<file path="config.mk">
export PLATFORM = sky130hd
export DESIGN_NAME = stone_renderer
export DESIGN_NICKNAME = d
export VERILOG_FILES = /design/src/rtl/stone_renderer.sv
export SDC_FILE = /design/constraint.sdc
export NUM_CORES = 1
export LEC_CHECK = 0
export ABC_CLOCK_PERIOD_IN_PS = 2700
export CAP_MARGIN = 15
export CORE_ASPECT_RATIO = 1.75
export CORE_MARGIN = 10
export CORE_UTILIZATION = 58
export DETAILED_ROUTE_END_ITERATION = 8
export DONT_BUFFER_PORTS = 1
export PLACE_DENSITY = 0.76
export SLEW_MARGIN = 20
export SYNTH_ARGS = -nofsm -noshare
export SYNTH_HDL_FRONTEND = slang
export SYNTH_SLANG_ARGS = --single-unit
</file>
<file path="constraint.sdc">
create_clock -name clock -period 2.7 [get_ports clock]
set_input_delay 0.54 -clock clock [delete_from_list [all_inputs] [get_ports clock]]
set_output_delay 0.54 -clock clock [all_outputs]
set_load 0.01 [all_outputs]
</file>
<file path="src/rtl/stone_renderer.sv">
// stone_renderer: on each frame_start, sweeps every stone RAM slot and rasterises
// each visible stone as a filled square, one pixel per valid/ready handshake.
// Ports:
//   clock, reset (async, active-high)
//   frame_start           one-cycle redraw request (ignored while busy)
//   data[31:0]            RAM record at draw_index, RD_LAT clocks after the index
//   plot_ready            pixel consumer accepts the pixel this cycle
//   draw_stone_flag       RAM port owned by this block
//   draw_index[3:0]       RAM slot being read
//   plot, plot_x, plot_y, plot_colour   pixel stream (RGB 3:3:3)
//   busy, done            sweep in progress / end-of-sweep pulse
module stone_renderer #(
    parameter int NUM_STONES = 16,
    parameter int RD_LAT     = 1,
    parameter int SCREEN_W   = 320,
    parameter int SCREEN_H   = 240
) (
    input  logic                          clock,
    input  logic                          reset,
    input  logic                          frame_start,
    input  logic [31:0]                   data,
    input  logic                          plot_ready,
    output logic                          draw_stone_flag,
    output logic [$clog2(NUM_STONES)-1:0] draw_index,
    output logic                          plot,
    output logic [9:0]                    plot_x,
    output logic [9:0]                    plot_y,
    output logic [8:0]                    plot_colour,
    output logic                          busy,
    output logic                          done
);

    localparam int IW = $clog2(NUM_STONES);
    localparam int WW = (RD_LAT > 1) ? $clog2(RD_LAT) : 1;

    typedef enum logic [2:0] {
        S_IDLE,
        S_ADDR,
        S_WAIT,
        S_LATCH,
        S_DRAW,
        S_NEXT,
        S_DONE
    } state_t;

    state_t state, state_nx;

    logic [WW-1:0] wait_cnt;
    logic [9:0]    base_x;
    logic [10:0]   cur_x;
    logic [10:0]   cur_y;
    logic [4:0]    dx;
    logic [4:0]    dy;
    logic [4:0]    size;
    logic [8:0]    colour;

    logic          rec_valid;
    logic [1:0]    rec_type;
    logic [9:0]    rec_x;
    logic [9:0]    rec_y;
    logic [4:0]    rec_size;
    logic          unused_rec_bits;

    assign rec_valid       = data[31];
    assign rec_type        = data[30:29];
    assign rec_x           = data[28:19];
    assign rec_y           = data[18:9];
    assign rec_size        = data[8:4];
    assign unused_rec_bits = ^data[3:0];

    logic        last_col;
    logic        last_row;
    logic        advance;
    logic        last_slot;
    logic        wait_end;
    logic [10:0] nxt_x;
    logic [10:0] nxt_y;
    logic [8:0]  rec_colour;

    function automatic logic in_bounds(input logic [10:0] x, input logic [10:0] y);
        return (x < 11'(SCREEN_W)) && (y < 11'(SCREEN_H));
    endfunction

    always_comb begin
        rec_colour = 9'b111_110_000;
        unique case (rec_type)
            2'b00: rec_colour = 9'b111_110_000;
            2'b01: rec_colour = 9'b100_100_100;
            2'b10: rec_colour = 9'b011_111_111;
            2'b11: rec_colour = 9'b110_011_001;
        endcase
    end

    assign last_col  = (dx == size - 5'd1);
    assign last_row  = (dy == size - 5'd1);
    // An off-screen pixel has plot=0 and is skipped in a single cycle.
    assign advance   = (state == S_DRAW) && (!plot || plot_ready);
    assign last_slot = (draw_index == IW'(NUM_STONES - 1));
    assign wait_end  = (wait_cnt == WW'(RD_LAT - 1));
    assign nxt_x     = last_col ? {1'b0, base_x} : cur_x + 11'd1;
    assign nxt_y     = last_col ? cur_y + 11'd1 : cur_y;

    always_ff @(posedge clock or posedge reset) begin
        if (reset) begin
            state <= S_IDLE;
        end else begin
            state <= state_nx;
        end
    end

    always_comb begin
        state_nx        = state;
        draw_stone_flag = 1'b0;
        busy            = 1'b0;
        done            = 1'b0;
        unique case (state)
            S_IDLE: begin
                if (frame_start) state_nx = S_ADDR;
            end
            S_ADDR: begin
                draw_stone_flag = 1'b1;
                busy            = 1'b1;
                state_nx        = S_WAIT;
            end
            S_WAIT: begin
                draw_stone_flag = 1'b1;
                busy            = 1'b1;
                if (wait_end) state_nx = S_LATCH;
            end
            S_LATCH: begin
                draw_stone_flag = 1'b1;
                busy            = 1'b1;
                if (!rec_valid || rec_size == 5'd0) state_nx = S_NEXT;
                else                                state_nx = S_DRAW;
            end
            S_DRAW: begin
                draw_stone_flag = 1'b1;
                busy            = 1'b1;
                if (advance && last_col && last_row) state_nx = S_NEXT;
            end
            S_NEXT: begin
                draw_stone_flag = 1'b1;
                busy            = 1'b1;
                state_nx        = last_slot ? S_DONE : S_ADDR;
            end
            S_DONE: begin
                done     = 1'b1;
                state_nx = S_IDLE;
            end
            default: state_nx = S_IDLE;
        endcase
    end

    always_ff @(posedge clock or posedge reset) begin
        if (reset) begin
            wait_cnt   <= '0;
            draw_index <= '0;
            base_x     <= '0;
            cur_x      <= '0;
            cur_y      <= '0;
            dx         <= '0;
            dy         <= '0;
            size       <= '0;
            colour     <= '0;
            plot       <= 1'b0;
        end else begin
            if (state == S_ADDR)      wait_cnt <= '0;
            else if (state == S_WAIT) wait_cnt <= wait_cnt + WW'(1);

            if (state == S_IDLE && frame_start)  draw_index <= '0;
            else if (state == S_NEXT && !last_slot) draw_index <= draw_index + IW'(1);

            if (state == S_LATCH) begin
                base_x <= rec_x;
                cur_x  <= {1'b0, rec_x};
                cur_y  <= {1'b0, rec_y};
                size   <= rec_size;
                colour <= rec_colour;
                dx     <= '0;
                dy     <= '0;
                plot   <= rec_valid && (rec_size != 5'd0)
                          && in_bounds({1'b0, rec_x}, {1'b0, rec_y});
            end else if (advance) begin
                if (last_col && last_row) begin
                    plot <= 1'b0;
                end else begin
                    cur_x <= nxt_x;
                    cur_y <= nxt_y;
                    dx    <= last_col ? 5'd0 : dx + 5'd1;
                    dy    <= last_col ? dy + 5'd1 : dy;
                    plot  <= in_bounds(nxt_x, nxt_y);
                end
            end
        end
    end

    // plot=1 implies the coordinate is below the screen size, so bit 10 is zero.
    assign plot_x      = cur_x[9:0];
    assign plot_y      = cur_y[9:0];
    assign plot_colour = colour;

endmodule

</file>
==> run summary <==
status - finished, final reports clean
fmax - 385 MHz
Port-buffer cells - 0
residual DRC count - 0
critical-path maximum fanout - 13
# hold bufs at CTS - 0
worst setup margin - 103 ps
Clock Latency Late Sink - 330 ps
number of CTS-inserted buffers - 9
maximum VDD drop - 0.000635 V
clock share of power - 0.240
Final period util - 0.962
largest net degree at the start of global routing - 37
Pwr Density - 1170 nW/µm²
post-place setup slack - 32.0 ps
antenna fix cells - 0
Max-Slew Margin vs Limit - 0.521
Core Rows - 39
layout cells sized above 1 - 0.105
final hold viol count - 0
Pre-Repair DR Iteration Count - 5
Seq/Total Area, Yosys - 0.403
Clk pin slew, worst setup/hold paths - 50 ps
htree depth - 3
Avg WL per Cell - 19.3 µm
Clock Skew - 3.88 ps
CP startpoint - size[0]$_DFFE_PP0P_
routed wire length - 9860 µm
Syn Area/Cell - 8.84 µm²
CTS max path bufs - 2
Slew @ Worst Pin - 713 ps
Critical Path AT - 2820 ps
Core ar. - 6540 µm²
Synth warnings - 0
post-route cell area - 4240 µm²
r2r setup slk - 100 ps
RR Startpoint - size[0]$_DFFE_PP0P_
Sw Share - 0.408
clock sinks - 63
initial antenna violation count - 0
CP startpoint kind - register
MaxCap Viol Count - 0
Pint - 2.93 mW
Ports - 73
RSZ-0062 raised after global routing - false
CTS tree - done
syn_nets - 490
Combinational Power Share - 0.370
Slew Limit Fails - 0
Die Wd - 82.1 µm
first-pass GRT wire length - 16000 µm
dpl cell area - 3900 µm²
Crit path required time - 2920 ps
Main synth FF type - dfrtp_1
Post-CTS Setup Inserts - 0
kind of end point of the critical path - register
area added between synthesis and finish - 8.35%
Die Y - 129 µm
post-DP HPWL - 7210 µm
DR iter-0 viols - 239
total die area - 10600 µm²
leak pwr - 1.94 nW
clock root buffer - clkbuf_16
vias in the first global route - 3327
Post-synth EDFFs - 0
net switching power - 2.02 mW
total grt overflow - 0
kind of critical path - reg -> reg
Setup Viol. Count Final - 0
Cell variety after synth - 54
flops & latches, synth - 63
RePlAce Congestion - 0.918
worst hold path type - in -> async
Synth Cell Area - 3910 µm²
Synth Instances - 442
sequential share of power - 0.390
Async SR Flop Fraction - 1.00
Total GRT Usage - 0.196
Vias/cell - 6.19
post-route ant nets - 0
Final min period - 2600 ps
starting density of the core - 0.598
setup TNS - 0 ps
Via Count - 3158
fin nets - 471
final timing paths:
path / endpoint / depth (start not counted)
setup reg to reg: cur_x[5]$_DFFE_PP0P_ / 10
hold / removal: draw_index[0]$_DFFE_PP0P_ / 1
hold reg to reg: base_x[5]$_DFFE_PP0P_ / 2
setup / recovery: cur_x[5]$_DFFE_PP0P_ / 10
min in group clock: size[3]$_DFFE_PP0P_ / 2
max in group asynchronous: wait_cnt$_DFFE_PP0P_ / 2
routing by layer:
metal / GRT usage / vias up / wire length, µm
met3: 0.0886 / 32 / 907
met5: 0 / - / 0
met1: 0.193 / 1509 / 3520
li1: - / 1505 / -
met2: 0.332 / 112 / 5030
met4: 0.107 / 0 / 406
power by group through the flow:
| stage | combinational [mW] | sequential, mW | clock, mW |
|---|---|---|---|
| 6_report | 1.83 | 1.93 | 1.19 |
| 5_1_grt | 2.05 | 2.02 | 1.25 |
| 4_1_cts | 1.84 | 1.94 | 1.21 |
| 3_5_place_dp | 1.79 | 1.95 | 0 |
| 3_3_place_gp | 1.71 | 1.93 | 0 |
| 2_1_floorplan | 1.75 | 1.68 | 0 |
flip-flops by register name, indices dropped and copies added (netlist names), 3 cells and up:
name	flops
base_x	10
cur_x	11
cur_y	11
draw_index	4
dx	5
dy	5
plot_colour	7
size	5
state	3
placed cells by master, fill, tap and decap left out, types with 3 or more instances in the layout:
cell type,netlist,routed
o211ai_1,4,4
buf_4,23,11
and2_1,4,4
a211o_1,3,3
nand2_1,84,84
nand3_1,23,23
nor2_1,15,15
ha_1,12,11
and4_1,4,4
nor2b_1,3,3
a21o_1,7,7
a31oi_1,5,5
a211oi_1,4,4
o2bb2ai_1,3,3
a221o_1,5,5
o21ai_0,26,26
o31ai_1,3,3
and3_1,3,3
clkbuf_8,0,3
xor2_1,11,11
inv_1,12,11
or3_1,3,3
dfrtp_1,63,62
clkbuf_16,0,9
nand2b_1,6,6
o221ai_1,4,4
nor3_1,11,10
buf_12,0,4
nand4_1,7,7
a21oi_1,16,16
or4_1,4,4
xnor2_1,13,12
nor4_1,5,5
mux2i_1,8,8
worst max-delay path, stage by stage, from the launching register on:
cell and delay, ps:
dfrtp_2 430, inv_1 90, ha_2 240, nor3b_2 200, xnor2_1 100, or4_1 550, buf_4 200, nand3_1 110
buf_4 220, o221ai_1 160, a21o_1 180
final cells by class:
cell class / instances / area (µm²)
clock buffers: 13 / 270
clock inverters: 3 / 40.0
fillers: 551 / 2300
inverters: 12 / 45.0
multi-input cells: 322 / 2040
flip-flops and latches: 63 / 1580
well taps: 82 / 103
repair buffers: 15 / 163
cells by family (layout without fill, tap and decap cells):
group | count (synthesis) | in the layout | synth area share
AND/OR/NAND/NOR | 180 | 180 | 0.221
AO/OA/AOI/OAI | 94 | 94 | 0.164
XOR/XNOR | 26 | 26 | 0.0656
adder cells (fa/ha/maj) | 12 | 12 | 0.0384
flip-flops | 63 | 63 | 0.403
buffers and inverters | 57 | 43 | 0.0819
multiplexers | 10 | 10 | 0.0262
synth_stat cells, drive strengths merged (11+ instances only):
cell / number / area, µm²
buf: 30 / 219
xnor2: 13 / 114
o21ai: 27 / 146
dfrtp: 63 / 1580
nor2: 16 / 62.6
ha: 12 / 150
nor3: 11 / 55.1
clkbuf: 15 / 56.3
inv: 12 / 45.0
nand2: 84 / 315
nand3: 23 / 115
a21oi: 16 / 80.1
xor2: 11 / 96.3
timing repair:
| action | in CTS | in global routing |
|---|---|---|
| resized for setup | 2 | 3 |
| setup endpoints to repair | 2 | 8 |
| pin swaps | 0 | 0 |
through the flow:
step | cells | hold slack (ps) | utilization | total power, mW
floorplan | 442 | 432 | - | 3.43
global placement | 494 | 442 | 0.597 | 3.63
detailed placement | 494 | 462 | 0.597 | 3.74
CTS | 510 | 189 | 0.646 | 4.98
global route | 510 | 212 | 0.648 | 5.32
finish | 510 | 172 | 0.648 | 4.96
(Power assumes the default switching activity.)
